==> src/rtl/uart_cmd_pkg.sv <==
// rtl/uart_cmd_pkg.sv - shared states, frame bytes and helpers for the UART command responder
package uart_cmd_pkg;

    typedef enum logic [2:0] {
        ST_IDLE,
        ST_GET_ADDR,
        ST_GET_DATA,
        ST_DO_WRITE,
        ST_DO_READ,
        ST_READ_WAIT,
        ST_SEND
    } state_t;

    localparam logic [7:0] CMD_W   = 8'h57;
    localparam logic [7:0] CMD_R   = 8'h52;
    localparam logic [7:0] RSP_OK  = 8'h4B;
    localparam logic [7:0] RSP_ERR = 8'h3F;

    // An address byte is legal only when no bit at or above aw is set.
    function automatic logic addr_in_range(input logic [7:0] b, input int aw);
        if (aw >= 8)
            return 1'b1;
        return ((b >> aw) == 8'd0);
    endfunction

    function automatic logic [7:0] sat_inc(input logic [7:0] v);
        return (v == 8'hFF) ? v : v + 8'd1;
    endfunction

endpackage

==> src/rtl/uart_cmd_timer.sv <==
// rtl/uart_cmd_timer.sv - inter-byte idle timer, flags expiry at TIMEOUT-1
module uart_cmd_timer #(
    parameter int TIMEOUT = 100000,
    localparam int W = (TIMEOUT > 1) ? $clog2(TIMEOUT) : 1
) (
    input  logic clk,
    input  logic rst,
    input  logic clear,
    input  logic enable,
    output logic expired
);

    localparam logic [W-1:0] LAST = W'(TIMEOUT - 1);

    logic [W-1:0] count;

    always_ff @(posedge clk) begin
        if (rst || clear)
            count <= '0;
        else if (enable && count != LAST)
            count <= count + 1'b1;
    end

    assign expired = (count == LAST);

endmodule

==> src/rtl/uart_cmd_responder.sv <==
// rtl/uart_cmd_responder.sv - parses W/R register frames from the UART and returns a one-byte response
module uart_cmd_responder
    import uart_cmd_pkg::*;
#(
    parameter int AW      = 4,
    parameter int TIMEOUT = 100000
) (
    input  logic          clk,
    input  logic          rst,
    input  logic          rx_valid,
    input  logic [7:0]    rxdata,
    output logic          read_rx,
    input  logic          tx_empty,
    output logic [7:0]    txdata,
    output logic          write_tx,
    output logic          reg_we,
    output logic          reg_re,
    output logic [AW-1:0] reg_addr,
    output logic [7:0]    reg_wdata,
    input  logic [7:0]    reg_rdata,
    output logic          busy,
    output logic [7:0]    err_count
);

    state_t     state;
    logic       guard;
    logic       is_write;
    logic       rd_pending;
    logic [7:0] rsp;
    logic       read_rx_q;
    logic       write_tx_q;
    logic       reg_we_q;
    logic       reg_re_q;
    logic       in_get;
    logic       can_take;
    logic       expired;

    assign in_get   = (state == ST_GET_ADDR) || (state == ST_GET_DATA);
    assign can_take = (state == ST_IDLE || in_get) && rx_valid && !guard;

    uart_cmd_timer #(.TIMEOUT(TIMEOUT)) u_timer (
        .clk     (clk),
        .rst     (rst),
        .clear   (can_take || !in_get),
        .enable  (in_get),
        .expired (expired)
    );

    always_ff @(posedge clk) begin
        if (rst) begin
            state      <= ST_IDLE;
            guard      <= 1'b0;
            is_write   <= 1'b0;
            rd_pending <= 1'b0;
            rsp        <= 8'h00;
            txdata     <= 8'h00;
            reg_addr   <= '0;
            reg_wdata  <= 8'h00;
            err_count  <= 8'h00;
            read_rx_q  <= 1'b0;
            write_tx_q <= 1'b0;
            reg_we_q   <= 1'b0;
            reg_re_q   <= 1'b0;
        end else begin
            read_rx_q  <= can_take;
            guard      <= can_take;
            write_tx_q <= 1'b0;
            reg_we_q   <= 1'b0;
            reg_re_q   <= 1'b0;
            case (state)
                ST_IDLE: begin
                    if (can_take) begin
                        if (rxdata == CMD_W || rxdata == CMD_R) begin
                            is_write <= (rxdata == CMD_W);
                            state    <= ST_GET_ADDR;
                        end else begin
                            rsp       <= RSP_ERR;
                            err_count <= sat_inc(err_count);
                            state     <= ST_SEND;
                        end
                    end
                end
                ST_GET_ADDR: begin
                    if (can_take) begin
                        if (!addr_in_range(rxdata, AW)) begin
                            rsp       <= RSP_ERR;
                            err_count <= sat_inc(err_count);
                            state     <= ST_SEND;
                        end else begin
                            reg_addr <= rxdata[AW-1:0];
                            state    <= is_write ? ST_GET_DATA : ST_DO_READ;
                        end
                    end else if (expired) begin
                        err_count <= sat_inc(err_count);
                        state     <= ST_IDLE;
                    end
                end
                ST_GET_DATA: begin
                    if (can_take) begin
                        reg_wdata <= rxdata;
                        state     <= ST_DO_WRITE;
                    end else if (expired) begin
                        err_count <= sat_inc(err_count);
                        state     <= ST_IDLE;
                    end
                end
                ST_DO_WRITE: begin
                    reg_we_q <= 1'b1;
                    rsp      <= RSP_OK;
                    state    <= ST_SEND;
                end
                ST_DO_READ: begin
                    reg_re_q <= 1'b1;
                    state    <= ST_READ_WAIT;
                end
                ST_READ_WAIT: begin
                    rd_pending <= 1'b1;
                    state      <= ST_SEND;
                end
                ST_SEND: begin
                    // Read data is only valid on the first SEND cycle; hold it in rsp across a tx stall.
                    if (rd_pending) begin
                        rsp        <= reg_rdata;
                        rd_pending <= 1'b0;
                    end
                    if (tx_empty) begin
                        txdata     <= rd_pending ? reg_rdata : rsp;
                        write_tx_q <= 1'b1;
                        state      <= ST_IDLE;
                    end
                end
                default: state <= ST_IDLE;
            endcase
        end
    end

    // Strobes are masked while rst is high so nothing fires in the reset cycle itself.
    assign read_rx  = read_rx_q  & ~rst;
    assign write_tx = write_tx_q & ~rst;
    assign reg_we   = reg_we_q   & ~rst;
    assign reg_re   = reg_re_q   & ~rst;
    assign busy     = (state != ST_IDLE);

endmodule
==> config.mk <==
export PLATFORM = sky130hd
export DESIGN_NAME = uart_cmd_responder
export DESIGN_NICKNAME = d
export VERILOG_FILES = /design/src/rtl/uart_cmd_pkg.sv /design/src/rtl/uart_cmd_timer.sv /design/src/rtl/uart_cmd_responder.sv
export SDC_FILE = /design/constraint.sdc
export NUM_CORES = 1
export LEC_CHECK = 0
export CAP_MARGIN = 15
export CORE_UTILIZATION = 53
export CTS_CLUSTER_DIAMETER = 30
export CTS_CLUSTER_SIZE = 10
export DETAILED_ROUTE_END_ITERATION = 8
export PLACE_DENSITY = 0.84
export SYNTH_ARGS = -nofsm -noshare
export SYNTH_HDL_FRONTEND = slang
export SYNTH_HIERARCHICAL = 1
export SYNTH_SLANG_ARGS = --single-unit
==> constraint.sdc <==
create_clock -name clk -period 3.1 [get_ports clk]
set_input_delay 0.31 -clock clk [delete_from_list [all_inputs] [get_ports clk]]
set_output_delay 0.31 -clock clk [all_outputs]
set_load 0.02 [all_outputs]
; ---- Yosys cells after proc, flatten, opt, wreduce, memory -nomap -nowiden
; Cells that the tools add are included.
[classes]
eq_ne = 18
n_bitwise = 6
add_sub_neg = 2
mul = 0
magnitude_cmp = 0
mux = 27
n_reduce_logical = 25
n_shift = 0
div_mod_pow = 0
[ops]
columns = cell, n
row1 = 8-bit two-way mux, 12
row2 = 8-bit case mux with 4 select lines, 1
row3 = 3-bit two-way mux, 8
row4 = 8-bit case mux with 3 select lines, 1
row5 = 3-bit case mux with 6 select lines, 1
row6 = 17-bit by 1-bit adder with 17-bit output (second input constant), 1
row7 = 17-bit equality test (second input constant), 1
row8 = 17-bit inequality test (second input constant), 1
row9 = 8-bit by 7-bit equality test with 1-bit output (second input constant), 2
row10 = 2-bit inequality test (second input constant), 6
row11 = 5-bit AND reduction, 2
row12 = 3-bit equality test (second input constant), 3
row13 = 8-bit by 1-bit adder with 8-bit output (second input constant), 1
row14 = 8-bit equality test (second input constant), 1
row15 = 8-bit logical NOT, 1
row16 = 3-bit by 2-bit equality test with 1-bit output (second input constant), 2
row17 = 2-bit AND reduction, 3
row18 = 3-bit AND reduction, 2
row19 = 3-bit nonzero test, 2
row20 = 1-bit logical OR, 5
row21 = 1-bit AND, 4
row22 = 4-bit nonzero test, 1
row23 = 2-bit OR reduction, 2
row24 = 3-bit by 1-bit equality test with 1-bit output (second input constant), 1
row25 = other kinds (8), 14
[totals]
n_memories = 0
mem_bits_ro = 0
ramBits = 0
latchBits = 0
input_bits = 20
reg_bits = 62

; ---- Depth between registers and ports, before layout
; Gate-level depths: netlist (run 1).
[logic_depth]
ltp_word = 7
mapped_depth = 11
depth_no_buf = 9

; ---- Modules after synthesis
; Netlist (run 1), hierarchy kept.
[by_module_without_submodules]
columns = mod, n_inst, seq_area_each_um2, area_per_inst_um2, cells_each
row1 = uart_cmd_responder, 1, 900.9, 2127.0, 246
row2 = uart_cmd_timer, 1, 340.3, 893.4, 106

; ---- Least setup slack after synthesis (run 1)
; No wires, ideal clock.
[synth_path]
path_type = register to register
from = register u_timer.count[12]
to = register err_count[7]
arrival_time_ns = 2.456
path_slack_ns = 0.556
path_stages_with_launch = 9
cell_sequence = dfxtp_1 or4b_1 or4_1 buf_2 nand2b_4 inv_2 o311ai_1 o41a_1 a311oi_2
[synth_via]
elab_chain_len = 4
word_cells_on_any_way = 5
cone_classes = 1 x eq/ne / 4 x mux
[synth_lines]
columns = element, line_no
row1 = from (decl), uart_cmd_timer.sv:15  ; logic [W-1:0] count;
row2 = from (signal assigned), uart_cmd_timer.sv:21  ; count <= count + 1'b1;
row3 = 17-bit equality test (*), uart_cmd_timer.sv:24  ; assign expired = (count == LAST);
row4 = net expired, uart_cmd_responder.sv:36  ; logic expired;
row5 = 8-bit two-way mux (*), -
row6 = "8-bit two-way mux, on equally long branches", -
row7 = 8-bit case mux with 3 select lines (*), -
row8 = to (signal assigned), uart_cmd_responder.sv:78  ; err_count <= sat_inc(err_count);
row9 = to (signal assigned), uart_cmd_responder.sv:87  ; err_count <= sat_inc(err_count);
row10 = to (signal assigned), uart_cmd_responder.sv:94  ; err_count <= sat_inc(err_count);
row11 = to (decl), uart_cmd_responder.sv:22  ; output logic [7:0] err_count
; The timed path passes the listed nets; every way through them passes the cells marked *. The select of a mux whose other input is x is not followed.
; A chain may end at the register's enable or synchronous reset.

; ---- Worst setup path in the final report (run 1)
[layout_path]
from = register u_timer.count[12]
to = register err_count[4]
; The elaborated chain is that of the path after synthesis.

==> impl_metrics.yaml, run 1 <==
run_status:
  outcome: "completed"
yosys:
  postSynth.asyncResetShare: 0
  ys_top_cells_by_area: "dfxtp_1 41%, mux2i_1 4.3%, a21oi_1 4.1%, nor2_1 3.5%, nand2_1 3.2%"
  ys_ff_latch: 62
  synth-adder-area-share: 0.00829
  ys_seq_area_frac: 0.411
  synth-xor-area-share: 0.0203
  dominantRegCellSynth: "dfxtp_1"
  synthSimpleGateAreaFrac: 0.258
  synth_compound_area_frac: 0.210
  yosys.area.top_type: "dfxtp_1"
  yosysTopAreaCellShare: 0.411
  syn_avg_cell_area_um2: 8.58
  synth_top_family_by_area: "simple AND/OR/NAND/NOR gates"
  synth_area_um2: 3020
  synth_edf_count: 0
  ys_warn_count: 6
  synthMuxAreaShare: 0.0468
  yosysUniqueCellTypes: 60
  synth_cells: 352
  synth_nets: 374
hold_path:
  hold_path_end: "reg_wdata[7]"
  hold_path_depth: 2
  min_from: "reg_wdata[7]"
  hp-class: "reg2reg"
final_layout:
  stdcell_count: 479
  layout-drive-gt1-share: 0.0934
  antenna_cells: 0
  nNetsFinal: 424
  area_growth_pct: 26.4
  fill_cells: 447
timing:
  clock.fmax_ghz: 0.369
  finalHoldViolCount: 0
  tns_ps: 0
  slew_headroom: 0.556
  period_minus_slack_ps: 2710
  rsz0062_at_grt: "false"
  hold_slack_ps: 457
  tightest_slew_ps: 656
  final.period_utilization: 0.874
  slew_violations: 0
  setup_violations: 0
  clock_skew_ps: 5.74
critical_path:
  rr_endpoint: "err_count[4]"
  cp-start-kind: "register"
  worstPathCellList: "or4b_1 -> or4_1 -> nand2b_4 -> inv_2 -> o32ai_1 -> or4_1 -> a21oi_1"
  crit_type: "reg2reg"
  cp_common_cell: "or4_1"
  cp_top_family: "simple AND/OR/NAND/NOR gates"
  r2r-start: "u_timer/count[12]"
  worst_ep_required_time_ps: 3370
  path_max_fanout: 7
  rr_worst_depth: 7
  slowest_delay_ps: 630
  critPathBufInv: 1
  slowest_stage: "or4_1"
  cp-end-kind: "register"
  rrSetupSlack_ps: 390
  cp.arrival_ps: 2980
die:
  core_um2: 5510
  die_w_um: 77.5
  die_area_um2: 6000
  initial_core_util: 0.549
  die_h_um: 77.5
  row_count: 27
  io_pins: 53
power:
  combPwrFrac: 0.206
  leakage_uw: 0.00130
  power_uw: 2100
  seqPwrFrac: 0.424
  ir_drop_mv: 0.315
  p_clk_frac: 0.371
  cellPowerDensity_nw_per_um2: 549
  swShare: 0.282
  p_switching_uw: 592
  power.internal_uw: 1500
place:
  dp_cells: 463
  portBuffers: 52
  place_hpwl_um: 4980
  place_congestion: 0.864
global_routing:
  grt_max_degree: 20
  antenna_found_initial: 0
  grt_usage: 0.252
  grt_pass1_wl_um: 12100
  grt_pass1_vias: 2666
  grt_overflow: 0
cts:
  cts_buffers: 9
  cts_tree: "built"
  ctsHoldBuffers: 0
  insertion_delay_ps: 340
  cts.sinks: 62
  cts-root-buf: "clkbuf_8"
  clk_pin_slew_worst_paths_ps: 70
  post_cts_resize_count: 0
  clock_path_buffers: 2
  post_cts_buffers: 0
  htree_levels: 3
detailed_routing:
  wire_per_inst_um: 14.9
  detail_route.vias_per_cell: 5.95
  routed_wl_um: 7150
  drc_errors: 0
  via_count: 2850
  firstDrtPassIters: 4
  drt_iter0_markers: 155
  ant_nets: 0
run:
  max_cap_viol_count: 0
cell type report:
type                    instances  area (um2)  area share
flip-flops and latches         62        1240       0.325
inverters                      13        48.8      0.0128
multi-input cells             256        1640       0.430
clock inverters                 4        70.1      0.0184
clock buffers                  12         145      0.0380
repair buffers                 60         581       0.152
well taps                      72        90.1      0.0236
metrics by stage:
step | instance area [um2] | setup slack (ps) | utilization
floorplan | 3020 | 556 | -
global placement | 3600 | 467 | 0.654
detailed placement | 3600 | 400 | 0.654
CTS | 3820 | 390 | 0.693
global route | 3820 | 198 | 0.693
finish | 3820 | 390 | 0.693
routing by layer:
layer	wire length, um	GRT usage	up-vias	part of all wire
li1	-	-	1403	-
met1	3250	0.310	1349	0.45
met2	3460	0.417	88	0.48
met3	318	0.0424	10	0.044
met4	129	0.142	0	0.018
met5	0	0	-	0
worst reg2reg max path: cells and delay by family (launching register included):
kind | cells | cell delay [ps]
compound gates | 2 | 330
flops | 1 | 330
simple gates | 4 | 1860
buf+inv | 1 | 120
cell usage in the layout (no fill, tap or decap), drive strengths merged, types with 9 or more instances in the layout:
cell type      instances
mux2i                 13
clkbuf                12
nand4                  9
dfxtp                 62
o21ai                 20
nand2                 26
nor2b                  9
inv                   13
a21oi                 25
nand3                 18
clkdlybuf4s50         52
a211oi                 9
nor2                  28
power groups by stage:
| stage | Clock, uW | Combinational (uW) | Sequential (uW) |
|---|---|---|---|
| floorplan | 0 | 280 | 910 |
| global placement | 0 | 414 | 902 |
| detailed placement | 0 | 424 | 905 |
| CTS | 785 | 428 | 887 |
| global route | 821 | 466 | 895 |
| finish | 777 | 431 | 888 |
cell usage after synthesis (all sizes together), types with 8 or more instances:
library cell and n:
clkbuf 17, nor2b 9, nand3 18, nand4 9
dfxtp 62, nor3 8, o21ai 20, a21oi 25
inv 13, mux2i 13, nor2 28, nand2 26
a211oi 9
logic make-up (layout without fill, tap and decap cells):
logic type               Yosys count  after routing
XOR/XNOR                           7              7
buffers and inverters             34             89
AO/OA/AOI/OAI                     89             89
AND/OR/NAND/NOR                  144            144
flip-flops                        62             62
adder cells (fa/ha/maj)            2              2
multiplexers                      14             14
state kept, by name, indices dropped and copies added (netlist names):
| name | flops |
|---|---|
| u_timer/count | 17 |
| write_tx_q | 1 |
| reg_wdata | 8 |
| txdata | 8 |
| reg_we_q | 1 |
| state | 3 |
| read_rx_q | 1 |
| rsp | 8 |
| reg_addr | 4 |
| reg_re_q | 1 |
| is_write | 1 |
| rd_pending | 1 |
| err_count | 8 |
how the worst max path moves through the flow:
stage               slack, ps  cells after the start               from      endpoint
global route              200                      7  u_timer/count[12]  err_count[4]
global placement          470                      7  u_timer/count[12]  err_count[4]
CTS                       390                      7  u_timer/count[12]  err_count[4]
finish                    390                      7  u_timer/count[12]  err_count[4]
detailed placement        400                      7  u_timer/count[12]  err_count[4]
floorplan                 560                      8  u_timer/count[12]  err_count[7]
(Power assumes the default switching activity.)
==> inputs of run 2 (changes only) <==
ABC_AREA = 1   (was not set)
PLACE_DENSITY = 0.83   (was 0.84)
==> run 2 against run 1 <==
Clock skew up 1.3 ps; non-clock buffer count down 5; sequential share of layout area fell by 1.5 points; register-to-register slack better by 550 ps; routed wire length decreased by 1.4%; synthesized cell count increased by 38%; critical path depth is 4 lower.
==> impl_metrics.yaml, run 2 <==
run_status:
  outcome: "completed"
timing:
  clock_skew_ps: 7.06
  setup_violations: 0
  final.period_utilization: 0.745
  finalHoldViolCount: 0
  clock.fmax_ghz: 0.433
  slew_violations: 0
  tightest_slew_ps: 665
  slew_headroom: 0.555
  rsz0062_at_grt: "false"
  period_minus_slack_ps: 2310
  tns_ps: 0
detailed_routing:
  wire_per_inst_um: 11.4
  routed_wl_um: 7050
  detail_route.vias_per_cell: 4.99
  via_count: 3093
  ant_nets: 0
  drt_iter0_markers: 175
  firstDrtPassIters: 4
  drc_errors: 0
cts:
  clock_path_buffers: 2
  cts.sinks: 62
  cts_buffers: 9
  htree_levels: 3
  cts_tree: "built"
  ctsHoldBuffers: 0
  clk_pin_slew_worst_paths_ps: 70
  cts-root-buf: "clkbuf_8"
  post_cts_buffers: 0
  post_cts_resize_count: 0
  insertion_delay_ps: 330
critical_path:
  crit_type: "in2out"
  path_max_fanout: 15
  r2r-start: "state[1]"
  slowest_stage: "clkdlybuf4s50_1"
  cp-end-kind: "output pin"
  setup.worst_path.start: "rst"
  cp-start-kind: "input port"
  worstPathCellList: "clkdlybuf4s50_1 -> nor2_1 -> clkdlybuf4s50_1"
  cp_common_cell: "clkdlybuf4s50_1"
  worst_ep_required_time_ps: 2790
  cp.arrival_ps: 2000
  slowest_delay_ps: 750
yosys:
  ys_ff_latch: 62
  yosysUniqueCellTypes: 36
  synth_top_family_by_area: "simple AND/OR/NAND/NOR gates"
  synth_area_um2: 3250
  synth_compound_area_frac: 0.142
  yosysTopAreaCellShare: 0.382
  syn_avg_cell_area_um2: 6.69
  ys_warn_count: 6
  synth_edf_count: 0
  synthMuxAreaShare: 0.00308
  ys_top_cells_by_area: "dfxtp_1 38%, nand2_1 12%, nor2_1 8.8%, inv_1 6.8%, a21oi_1 6.6%"
  synthTopCellsByCount: "107 x nand2_1, 76 x nor2_1, 62 x dfxtp_1"
  synth_cells: 486
  synth_nets: 508
  synth-adder-area-share: 0.00770
  postSynth.asyncResetShare: 0
  dominantRegCellSynth: "dfxtp_1"
  synth-xor-area-share: 0
  yosys.area.top_type: "dfxtp_1"
  yosysMostFrequentCell: "nand2_1"
  synthSimpleGateAreaFrac: 0.363
  ys_seq_area_frac: 0.382
power:
  leakage_uw: 0.00158
  power.internal_uw: 1590
  combPwrFrac: 0.349
  seqPwrFrac: 0.386
  cellPowerDensity_nw_per_um2: 633
  p_switching_uw: 947
  swShare: 0.374
  ir_drop_mv: 0.406
  p_clk_frac: 0.265
place:
  portBuffers: 52
  post_dp_cell_area_um2: 3810
  place_hpwl_um: 5310
  place_congestion: 0.854
final_layout:
  nNetsFinal: 562
  utilization: 0.676
  largest_reg_flops: 17
  final_cell_area_um2: 4000
  layout-drive-gt1-share: 0.103
  area_growth_pct: 23.0
  final_cell_mix: "107 x nand2_1, 76 x nor2_1, 62 x dfxtp_1"
  antenna_cells: 0
  top_register: "u_timer/count"
  mostFrequentLayoutCell: "nand2_1"
global_routing:
  grt_pass1_vias: 2840
  grt_overflow: 0
  grt.busiest_layer: "met2"
  gr-usage-met1: 0.274
  grt_usage: 0.240
  use_met2: 0.442
  antenna_found_initial: 0
  grtUsageMet3: 0.0443
  grt_pass1_wl_um: 12100
  grt_max_degree: 20
die:
  core_um2: 5920
  die_w_um: 80.3
  row_count: 28
  initial_core_util: 0.549
  die_area_um2: 6450
  io_pins: 53
  die_h_um: 80.3
hold_path:
  hp-class: "reg2reg"
  min_from: "rsp[0]"
run:
  max_cap_viol_count: 0
-- run 2: worst max-delay path, delay by kind of cell --
kind / cells / cell delay (ps)
buffers and inverters: 2 / 1390
and+or+nand+nor: 1 / 300
-- run 2: power by group through the flow --
| stage | Sequential, uW | Clock [uW] | Combinational, uW |
|---|---|---|---|
| finish | 978 | 672 | 884 |
| global route | 992 | 723 | 984 |
| CTS | 976 | 687 | 886 |
| detailed placement | 995 | 0 | 882 |
| global placement | 991 | 0 | 858 |
| floorplan | 1000 | 0 | 649 |
-- run 2: cell type report --
| class | count | area, um2 |
|---|---|---|
| Fill cell | 512 | 1920 |
| Multi-Input combinational cell | 345 | 1680 |
| Sequential cell | 62 | 1240 |
| Timing Repair Buffer | 55 | 543 |
| Inverter | 67 | 255 |
| Clock buffer | 9 | 124 |
| Tap cell | 75 | 93.8 |
| Clock inverter | 7 | 65.1 |
-- run 2: final timing paths --
check,end,slack (ps),cells past startpoint
max,read_rx,790,3
min,rsp[0],460,2
max reg2reg,u_timer/count[9],940,9
min reg2reg,rsp[0],460,2
-- run 2: cell families (layout without fill, tap and decap cells) --
family | count (synthesis) | in the layout
and+or+nand+nor | 258 | 258
muxes | 1 | 1
DFF | 62 | 62
AOI/OAI and AO/OA | 84 | 84
adders and majority gates | 2 | 2
buffers and inverters | 79 | 138
-- run 2: per-stage QoR --
stage / instances / setup WS [ps] / hold slack [ps] / total power (uW)
after floorplan: 486 / 1370 / 383 / 1650
after global placement: 604 / 801 / 438 / 1850
after detailed placement: 604 / 738 / 448 / 1880
after CTS: 620 / 790 / 458 / 2550
after global routing: 620 / 603 / 488 / 2700
final: 620 / 789 / 459 / 2530
-- run 2: per-layer routing --
layer	wire length (um)	share of wire
met5	0	0
met4	47	0.0067
met3	245	0.035
met2	3530	0.50
met1	3220	0.46
